**config.mk**
```make
export PLATFORM = sky130hd
export DESIGN_NAME = i2lbs_pixel_feeder
export DESIGN_NICKNAME = d
export VERILOG_FILES = /design/src/rtl/i2lbs_pixel_feeder.sv
export SDC_FILE = /design/constraint.sdc
export NUM_CORES = 1
export LEC_CHECK = 0
export ABC_CLOCK_PERIOD_IN_PS = 4600
export BUFFER_PORTS_ARGS = -buffer_cell sky130_fd_sc_hd__buf_2
export CAP_MARGIN = 40
export CELL_PAD_IN_SITES_DETAIL_PLACEMENT = 1
export CELL_PAD_IN_SITES_GLOBAL_PLACEMENT = 2
export CORE_MARGIN = 4
export CORE_UTILIZATION = 39
export DETAILED_ROUTE_END_ITERATION = 7
export GPL_TIMING_DRIVEN = 0
export PLACE_DENSITY = 0.91
export SYNTH_ARGS = -nofsm -noshare
export SYNTH_HDL_FRONTEND = slang
export SYNTH_SLANG_ARGS = --single-unit
```
**constraint.sdc**
```tcl
create_clock -name clk_fpga -period 4.6 [get_ports clk_fpga]
set_clock_uncertainty 0.1 [all_clocks]
set_input_delay 0.69 -clock clk_fpga [delete_from_list [all_inputs] [get_ports clk_fpga]]
set_output_delay 0.69 -clock clk_fpga [all_outputs]
set_load 0.02 [all_outputs]
```
**src/rtl/i2lbs_pixel_feeder.sv**
```systemverilog
// rtl/i2lbs_pixel_feeder.sv - serves raster-order frame-buffer pixels to the I2LBS request/receive handshake
module i2lbs_pixel_feeder #(
    parameter int DATA_WIDTH_12                = 12,
    parameter int ADDR_WIDTH                   = 16,
    parameter int FRAME_ORIGINAL_CAMERA_WIDTH  = 10,
    parameter int FRAME_ORIGINAL_CAMERA_HEIGHT = 10
) (
    input  logic                     clk_fpga,
    input  logic                     reset_fpga,
    input  logic                     i_start,
    input  logic                     i_pixel_request,
    output logic                     o_pixel_recieve,
    output logic [DATA_WIDTH_12-1:0] o_pixel,
    output logic [DATA_WIDTH_12-1:0] o_ori_x,
    output logic [DATA_WIDTH_12-1:0] o_ori_y,
    output logic                     o_mem_rd,
    output logic [ADDR_WIDTH-1:0]    o_mem_addr,
    input  logic [DATA_WIDTH_12-1:0] i_mem_data,
    output logic                     o_frame_done,
    output logic                     o_busy
);

    localparam logic [DATA_WIDTH_12-1:0] LP_X_LAST = DATA_WIDTH_12'(FRAME_ORIGINAL_CAMERA_WIDTH - 1);
    localparam logic [DATA_WIDTH_12-1:0] LP_Y_LAST = DATA_WIDTH_12'(FRAME_ORIGINAL_CAMERA_HEIGHT - 1);

    typedef enum logic [2:0] {
        S_IDLE,
        S_WAIT_REQ,
        S_READ,
        S_CAPTURE,
        S_RESPOND,
        S_RELEASE
    } state_t;

    state_t                   r_state;
    state_t                   w_next;
    logic [DATA_WIDTH_12-1:0] r_x;
    logic [DATA_WIDTH_12-1:0] r_y;
    logic [ADDR_WIDTH-1:0]    r_addr;
    logic                     r_mem_rd;
    logic [ADDR_WIDTH-1:0]    r_mem_addr;
    logic [DATA_WIDTH_12-1:0] r_pixel;
    logic [DATA_WIDTH_12-1:0] r_ori_x;
    logic [DATA_WIDTH_12-1:0] r_ori_y;
    logic                     r_recv;
    logic                     r_done;
    logic                     r_busy;
    logic                     w_last;

    assign w_last = (r_x == LP_X_LAST) && (r_y == LP_Y_LAST);

    always_comb begin
        w_next = r_state;
        case (r_state)
            S_IDLE:     if (i_start) w_next = S_WAIT_REQ;
            S_WAIT_REQ: if (i_pixel_request) w_next = S_READ;
            S_READ:     w_next = S_CAPTURE;
            S_CAPTURE:  w_next = S_RESPOND;
            S_RESPOND:  w_next = w_last ? S_IDLE : S_RELEASE;
            S_RELEASE:  if (!i_pixel_request) w_next = S_WAIT_REQ;
            default:    w_next = S_IDLE;
        endcase
    end

    always_ff @(posedge clk_fpga or negedge reset_fpga) begin
        if (!reset_fpga) begin
            r_state <= S_IDLE;
        end else begin
            r_state <= w_next;
        end
    end

    // Strobes are registered from the next state so each one is high exactly while its state is current.
    always_ff @(posedge clk_fpga or negedge reset_fpga) begin
        if (!reset_fpga) begin
            r_x        <= '0;
            r_y        <= '0;
            r_addr     <= '0;
            r_mem_rd   <= 1'b0;
            r_mem_addr <= '0;
            r_pixel    <= '0;
            r_ori_x    <= '0;
            r_ori_y    <= '0;
            r_recv     <= 1'b0;
            r_done     <= 1'b0;
            r_busy     <= 1'b0;
        end else begin
            r_mem_rd <= (w_next == S_READ);
            r_recv   <= (w_next == S_RESPOND);
            r_done   <= (w_next == S_RESPOND) && w_last;
            r_busy   <= (w_next != S_IDLE);
            if (r_state == S_IDLE && i_start) begin
                r_x    <= '0;
                r_y    <= '0;
                r_addr <= '0;
            end
            if (w_next == S_READ) begin
                r_mem_addr <= r_addr;
            end
            if (r_state == S_CAPTURE) begin
                r_pixel <= i_mem_data;
                r_ori_x <= r_x;
                r_ori_y <= r_y;
            end
            // Linear address tracks y*W + x without a multiplier.
            if (r_state == S_RESPOND && !w_last) begin
                r_addr <= r_addr + 1'b1;
                if (r_x == LP_X_LAST) begin
                    r_x <= '0;
                    r_y <= r_y + 1'b1;
                end else begin
                    r_x <= r_x + 1'b1;
                end
            end
        end
    end

    assign o_pixel_recieve = r_recv;
    assign o_pixel         = r_pixel;
    assign o_ori_x         = r_ori_x;
    assign o_ori_y         = r_ori_y;
    assign o_mem_rd        = r_mem_rd;
    assign o_mem_addr      = r_mem_addr;
    assign o_frame_done    = r_done;
    assign o_busy          = r_busy;

endmodule

```
==> results of run 1 <==
[how the worst max path moves through the flow]
stage | start | to | slack, ns | cells after the start
floorplan | i_pixel_request | o_mem_addr[0] | 2.62 | 4
global placement | reset_fpga | o_ori_x[6] | 1.69 | 1
detailed placement | i_pixel_request | o_mem_addr[14] | 2.20 | 5
CTS | r_x[1] | r_x[7] | 2.29 | 8
global route | r_x[1] | r_x[7] | 2.08 | 8
finish | r_x[1] | r_x[7] | 2.30 | 8
[per-stage QoR]
stage,cell area (sq um),setup WS [ns]
6_report,5320,2.30
2_1_floorplan,4460,2.62
3_3_place_gp,4990,1.69
5_1_grt,5320,2.08
4_1_cts,5320,2.29
3_5_place_dp,5020,2.20
[synth_stat cells (3+ instances only)]
| cell type | n | area (sq um) |
|---|---|---|
| a31oi_1 | 7 | 43.8 |
| o31ai_1 | 3 | 22.5 |
| mux2_2 | 29 | 327 |
| a211o_1 | 4 | 35.0 |
| and2_1 | 3 | 18.8 |
| a22o_1 | 5 | 43.8 |
| nor3_1 | 14 | 70.1 |
| o21ai_1 | 7 | 35.0 |
| or3_1 | 6 | 37.5 |
| dfrtp_1 | 99 | 2480 |
| nand2_1 | 62 | 233 |
| mux2i_1 | 8 | 80.1 |
| and3_1 | 8 | 50.1 |
| nand4_1 | 7 | 43.8 |
| ha_1 | 5 | 62.6 |
| mux2_1 | 9 | 101 |
| buf_2 | 12 | 60.1 |
| inv_1 | 8 | 30.0 |
| nor2_1 | 9 | 33.8 |
| clkbuf_1 | 3 | 11.3 |
| nor4b_2 | 3 | 45.0 |
| a21oi_1 | 16 | 80.1 |
| o21ai_0 | 15 | 75.1 |
| nand3_1 | 15 | 75.1 |
| o211ai_1 | 3 | 22.5 |
[metal layers]
metal / routed length (um) / share of wire
met4: 188 / 0.018
met5: 0 / 0
met1: 4900 / 0.46
met3: 413 / 0.039
met2: 5120 / 0.48
[kinds of logic after synthesis]
| family | Yosys count | share of synthesized area |
|---|---|---|
| adders and majority gates | 5 | 0.0140 |
| and+or+nand+nor | 146 | 0.180 |
| muxes | 46 | 0.114 |
| buffers and inverters | 26 | 0.0286 |
| AOI/OAI and AO/OA | 73 | 0.104 |
| DFF | 99 | 0.555 |
| xor gates and xnor gates | 2 | 0.00393 |
[power by group]
part	switching (mW)	internal [mW]
sequential	0.132	1.04
combinational	0.514	0.292
clock	0.322	0.436
total	0.968	1.77
[final cells by class]
type                       count  area, sq um  share of cell area
clock inverter                 4         50.0             0.00941
sequential                    99         2480               0.466
inverter                       8         30.0             0.00565
clock buffer                  12          246              0.0463
timing repair buffer          72          385              0.0725
multi-input combinational    272         1860               0.349
buffer                        18         97.6              0.0183
tap                          140          175              0.0329
[worst reg2reg max path, cell delays in order, from the launching register on]
cell	delay, ns
dfrtp_1	0.39
inv_1	0.10
ha_1	0.15
nor4bb_4	0.33
nand3_1	0.20
o21ai_1	0.28
buf_4	0.24
nand2_2	0.19
a31oi_1	0.23
[sequential cells by signal, summed over array words and instances, names as in the netlist]
name and cells:
o_busy 1, o_frame_done 1, o_mem_addr 16, o_mem_rd 1
o_ori_x 12, o_ori_y 12, o_pixel 12, o_pixel_recieve 1
r_addr 16, r_state 3, r_x 12, r_y 12
==> results.cfg, run 1 <==
[yosys]
synth.avg_cell_area_sq_um = 11.2
synth_warnings = 0
ys_types = 55
netlist_area_sq_um = 4460
syn_nets = 418
synthCells = 397
ys_seq_area_frac = 0.555
synthArstFlopShare = 1.00
synth-seq-cells = 99
synth-edff-count = 0
synth_ff_type = dfrtp_1

[critical_path]
critPathMaxFanout = 10
crit_type = flip-flop to flip-flop
r2r_end = r_x[7]
max_stage_delay_ns = 0.39
worstPathCellList = inv_1, ha_1, nor4bb_4, nand3_1, o21ai_1, buf_4, nand2_2, a31oi_1
crit_family = simple AND/OR/NAND/NOR gates
reg2reg_slack_ns = 2.30
critical_path_buf_inv_count = 2
cp.arrival_ns = 2.46
r2r-start = r_x[1]
cp_slowest_cell = dfrtp_1
startpoint_type = flip-flop
crit_required_ns = 4.76
ff2ff_path_depth = 8
crit_path_end_kind = flip-flop

[final_layout]
area_growth_pct = 19.2
fin_cells = 625
antennaDiodeCount = 0
mostFrequentLayoutCell = dfrtp_1
fin_nets = 501
drive_gt1_frac = 0.297
fin_util = 0.482
fillers = 1235
final_cell_mix = 99 x dfrtp_1, 82 x buf_2, 62 x nand2_1

[outcome]
status = finished, final reports clean

[flow_run]
cap_violations = 0

[clocking]
cts_root_buf = clkbuf_16
ctsLongestPathBuffers = 2
cts_hold_buf = 0
cts.repair.resized = 0
path_clk_slew_ns = 0.06
clkLatencyLatePin_ns = 0.35
numClockSinks = 99
postCtsSetupRepairBufs = 0
h-tree-depth = 3
tritoncts = built
cts_buffers = 9

[detailed_routing]
drt_pass1_iterations = 4
drt_iter0_drc = 167
drcViolationCount = 0
wl_per_cell_um = 17.0
antenna_left = 0
vias = 3393
viasPerCell = 5.43
wl_mm = 10.6

[min_path]
hold_class = input port to asynchronous set/reset pin

[global_routing]
met3_usage = 0.0289
grt_max_degree = 57
grt.total_usage = 0.171
met1_usage = 0.225
grtUsageMet2 = 0.282
grt_overflow = 0
antenna_found_initial = 0
grt_pass1_wl_mm = 18.0
grt_pass1_vias = 3549
top_usage_layer = met2

[placed_design]
post-place-cells = 609
dp_hpwl_mm = 7.68
port_buffers = 71
place_congestion = 0.761

[timing]
setup_tns_ns = 0
hold_violations = 0
slew_viol_final = 0
setup_viol = 0
rsz0062_at_grt = no
fin_crit_sh = 0.499
min_period_ns = 2.30
slew_headroom = 0.551
tightest_slew_ns = 0.671
whs_ns = 0.235
fmaxAchievable_ghz = 0.435

[power]
power.density_nw_per_um2 = 514
ir_drop_v = 0.000244
total_power_mw = 2.73
leakagePower_nw = 2.64

[floorplanning]
rows = 38
core-area_sq_um = 11000
die_w_um = 115
io_pins = 72
die_area_sq_um = 13200
fp.dieH_um = 115
initial_core_util = 0.404
No activity file was read; power rests on OpenSTA's default activity.
==> run 2, diff against run 1 <==
- ABC_CLOCK_PERIOD_IN_PS: 4600 -> 2000
- CORE_UTILIZATION: 39 -> 33
- PLACE_DENSITY: 0.91 -> 0.83
- clock period: 4.6 -> 2 ns (I/O delays scaled with it)
==> run 2 against run 1 <==
Effect of this change: the run now ends with negative setup slack left; largest power group unchanged; first-iteration DRC count grew 36%; worst setup slack lost 2.4 ns; flip-flop and latch count is the same.
==> results.cfg, run 2 (synthesized netlist as in run 1, its figures left out) <==
[detailed_routing]
wl_per_cell_um = 18.0
vias = 3589
drt_iter0_drc = 227
antenna_left = 0
drcViolationCount = 0
viasPerCell = 5.21
drt_pass1_iterations = 4
wl_mm = 12.4

[placed_design]
dp_hpwl_mm = 7.95
place_congestion = 0.770
port_buffers = 71

[global_routing]
antenna_found_initial = 0
grt.total_usage = 0.158
grt_max_degree = 56
grt_pass1_vias = 3840
grt_overflow = 0
grt_pass1_wl_mm = 20.0

[clocking]
clkLatencyLatePin_ns = 0.35
cts_root_buf = clkbuf_16
cts_buffers = 9
h-tree-depth = 3
numClockSinks = 99
ctsLongestPathBuffers = 2
path_clk_slew_ns = 0.07
tritoncts = built

[floorplanning]
die_w_um = 124
core-area_sq_um = 13200
rows = 42
fp.dieH_um = 124
io_pins = 72
die_area_sq_um = 15400
initial_core_util = 0.337

[final_layout]
area_growth_pct = 33.5
regArea_sq_um = 2490
multiInputGateArea_sq_um = 2140
antennaDiodeCount = 0
fillers = 1470
mostFrequentLayoutCell = dfrtp_1
final_cell_mix = 92 x dfrtp_1, 75 x buf_2, 62 x nand2_1
fin_nets = 529
drive_gt1_frac = 0.415

[timing]
fmaxAchievable_ghz = 0.486
slew_viol_final = 0
whs_ns = 0.0342
tightest_slew_ns = 0.747
slew_headroom = 0.502
fin_crit_sh = 1.03
min_period_ns = 2.06
rsz0062_at_grt = yes
hold_violations = 0
fin_ws_ns = -0.0563
setup_tns_ns = -0.274
setup_viol = 9

[critical_path]
crit_type = flip-flop to flip-flop
critPathMaxFanout = 10
startpoint_type = flip-flop
crit_path_end_kind = flip-flop
cp.arrival_ns = 2.19
crit_required_ns = 2.14

[power]
power.density_nw_per_um2 = 1170
p_seq_frac = 0.396
ir_drop_v = 0.000482
switching_power_mw = 2.52
p_int_mw = 4.43
p_comb_frac = 0.347
p_clk_frac = 0.258
sw_frac_of_total = 0.363
leakagePower_nw = 2.86

[outcome]
status = finished, violations left
failed_checks = negative setup slack

[flow_run]
cap_violations = 0

[min_path]
hold_class = input port to flip-flop
==> run 2: cell types whose count changed in the layout (fill, tap and decap cells not counted), sizes merged <==
cell         previous run  this run
clkinv                  1         3
clkbuf                 15        16
clkinvlp                2         0
buf                    87       113
dlygate4sd3             0         1
==> run 2: worst paths after layout <==
path	startpoint	endpoint	slack [ns]	cells after the start
max in group asynchronous	reset_fpga	r_x[2]	0.63	3
min reg2reg	o_pixel[0]	o_pixel[0]	0.37	2
max	r_state[2]	r_addr[6]	-0.06	5
min	i_mem_data[1]	o_pixel[1]	0.03	3
min in group asynchronous	reset_fpga	o_pixel[8]	0.46	2
max reg2reg	r_state[2]	r_addr[6]	-0.06	5
==> run 2: timing repair <==
action                     in CTS  in global routing
gates resized for setup        31                 46
cloned                          1                  1
setup endpoints to repair      50                 49
hold buffers                    1                  0
hold endpoints to repair       54                  0
buffers inserted               14                 13
pin swaps                      10                 20
==> run 2: final cells by class <==
type,instances,share of cell area
Sequential cell,99,0.417
Clock inverter,4,0.00819
Inverter,8,0.00504
Timing Repair Buffer,102,0.109
Clock buffer,12,0.0430
Multi-Input combinational cell,272,0.360
Buffer,16,0.0208
Tap cell,176,0.0370
==> run 2: critical path, stage by stage, from the launching register on <==
cell and delay, ns:
dfrtp_1 0.45, clkbuf_2 0.22, nor4b_2 0.66, nor2_4 0.09
buf_6 0.17, a211o_1 0.25
==> run 2: power groups by stage <==
stage / clock [mW] / combinational [mW] / sequential [mW]
3_5_place_dp: 0 / 1.88 / 2.73
6_report: 1.79 / 2.41 / 2.75
2_1_floorplan: 0 / 0.934 / 2.98
3_3_place_gp: 0 / 1.82 / 2.71
5_1_grt: 1.93 / 2.61 / 2.81
4_1_cts: 1.84 / 2.08 / 2.72
==> run 2: stage by stage <==
| stage | std cells | instance area, sq um | util | power, mW | setup slack [ns] |
|---|---|---|---|---|---|
| floorplan | 397 | 4460 | - | 3.92 | 0.0306 |
| global placement | 644 | 5040 | 0.380 | 4.53 | -0.540 |
| CTS | 677 | 5610 | 0.424 | 6.64 | -0.0785 |
| finish | 689 | 5960 | 0.450 | 6.95 | -0.0563 |
| global route | 689 | 5960 | 0.450 | 7.35 | -0.123 |
| detailed placement | 645 | 5070 | 0.383 | 4.61 | -0.336 |
==> run 2: layer usage <==
layer / global-route usage / wire length (um) / part of all wire
met1: 0.202 / 5480 / 0.44
met2: 0.263 / 6290 / 0.51
met3: 0.0360 / 439 / 0.035
met4: 0.0593 / 185 / 0.015
met5: 0 / 0 / 0
==> run 3, diff against run 2 <==
- CORE_UTILIZATION: 33 -> 34
- CTS_BUF_LIST: default -> sky130_fd_sc_hd__clkbuf_2 sky130_fd_sc_hd__clkbuf_4 sky130_fd_sc_hd__clkbuf_8
- PLACE_DENSITY: 0.83 -> 0.85
==> run 3 against run 2 <==
Effect of this change: the run still ends with negative setup slack left; sequential share of layout area is 1.9 points higher; maximum frequency is 0.58% lower; clock-buffer cell count is 2 lower; global-route usage is 0.61 points higher; via count is 2.5% lower; combinational power is 8.7% lower; die area is 2.7% lower; critical endpoint is now r_addr[2].
==> results.cfg, run 3 (synthesized netlist as in run 1, its figures left out) <==
[outcome]
status = finished, violations left
failed_checks = negative setup slack

[critical_path]
startpoint_type = flip-flop
cp.arrival_ns = 2.23
critPathMaxFanout = 8
crit_path_end_kind = flip-flop
crit_required_ns = 2.16
crit_type = flip-flop to flip-flop

[timing]
fin_ws_ns = -0.0683
tightest_slew_ns = 0.637
whs_ns = 0.0241
slew_viol_final = 0
slew_headroom = 0.575
min_period_ns = 2.07
setup_tns_ns = -0.219
fin_crit_sh = 1.03
setup_viol = 9
rsz0062_at_grt = yes
fmaxAchievable_ghz = 0.483
hold_violations = 0

[global_routing]
grt.total_usage = 0.165
grt_overflow = 0
antenna_found_initial = 0
grt_pass1_vias = 3813
grt_pass1_wl_mm = 19.3
grt_max_degree = 53

[detailed_routing]
drt_pass1_iterations = 4
wl_mm = 11.8
topRoutingLayerUsed = met4
wl_met3_um = 380
viasPerCell = 5.13
dr_wl_met2_mm = 6.15
antenna_left = 0
wl_per_cell_um = 17.4
drcViolationCount = 0
wl_met1_mm = 5.19
drt_iter0_drc = 207
vias = 3501

[clocking]
cts_buffers = 9
clkLatencyLatePin_ns = 0.37
numClockSinks = 99
tritoncts = built
path_clk_slew_ns = 0.10
cts_root_buf = clkbuf_8
h-tree-depth = 3
ctsLongestPathBuffers = 2

[placed_design]
dp_slack_ns = -0.337
dp_hpwl_mm = 7.92
place_congestion = 0.766
post-place-cells = 641
port_buffers = 71

[power]
power.density_nw_per_um2 = 1090
leakagePower_nw = 2.77
ir_drop_v = 0.000536

[floorplanning]
die_w_um = 123
io_pins = 72
core-area_sq_um = 12700
rows = 41
fp.dieH_um = 123
initial_core_util = 0.351
die_area_sq_um = 15000

[min_path]
hold_class = input port to flip-flop

[final_layout]
fin_cells = 682
fillers = 1448
final_cell_mix = 95 x dfrtp_1, 76 x buf_2, 62 x nand2_1
multiInputGateArea_sq_um = 2020
drive_gt1_frac = 0.367
mostFrequentLayoutCell = dfrtp_1
regArea_sq_um = 2480
fin_nets = 525
area_growth_pct = 27.6
fin_util = 0.448

[flow_run]
cap_violations = 0
==> run 3: worst paths after layout <==
check	start	end	slack (ns)	depth (start not counted)
hold reg to reg	o_pixel[8]	o_pixel[8]	0.38	2
max in group asynchronous	reset_fpga	r_x[3]	0.72	3
setup / recovery	r_x[0]	r_addr[2]	-0.07	8
min in group asynchronous	reset_fpga	o_mem_addr[9]	0.38	2
setup reg to reg	r_x[0]	r_addr[2]	-0.07	8
hold / removal	i_mem_data[6]	o_pixel[6]	0.02	3
==> run 3: layer usage <==
layer | GRT usage | vias up
met4 | 0.0462 | 0
met1 | 0.207 | 1789
met5 | 0 | -
met2 | 0.285 | 57
met3 | 0.0364 | 9
li1 | - | 1646
==> run 3: per-stage QoR <==
| stage | power [mW] | cell area [sq um] |
|---|---|---|
| detailed placement | 4.63 | 5060 |
| finish | 6.22 | 5690 |
| global route | 6.61 | 5690 |
| floorplan | 3.92 | 4460 |
| CTS | 6.15 | 5530 |
| global placement | 4.54 | 5030 |
==> run 3: layout make-up <==
type                    count  share of cell area
well taps                 172              0.0378
diodes                      1            0.000439
plain buffers              16              0.0218
clock buffers              10              0.0231
multi-input cells         272               0.354
repair buffers             98               0.110
inverters                   8             0.00527
flip-flops and latches     99               0.436
clock inverters             6              0.0116
==> run 3: critical path, cell delays in order (launching register included) <==
cell and delay, ns:
dfrtp_2 0.45, ha_4 0.16, nor4bb_4 0.16, and3_4 0.23
a21oi_4 0.17, buf_6 0.16, nor2_4 0.06, buf_12 0.16
a211o_1 0.29
==> run 3: where the power goes <==
part	switching, mW	internal, mW	total (mW)
Combinational	1.31	0.889	2.20
Clock	0.721	0.592	1.31
Sequential	0.318	2.38	2.70
Total	2.35	3.87	6.22
==> run 3: timing repair <==
action                                 CTS  global route
buffers inserted                        10             5
gates cloned                             1             1
pin swaps                               20            10
endpoints found under the hold margin   55             0
gates resized for setup                 25            29
hold buffers                             9             0
setup endpoints to repair               51            43
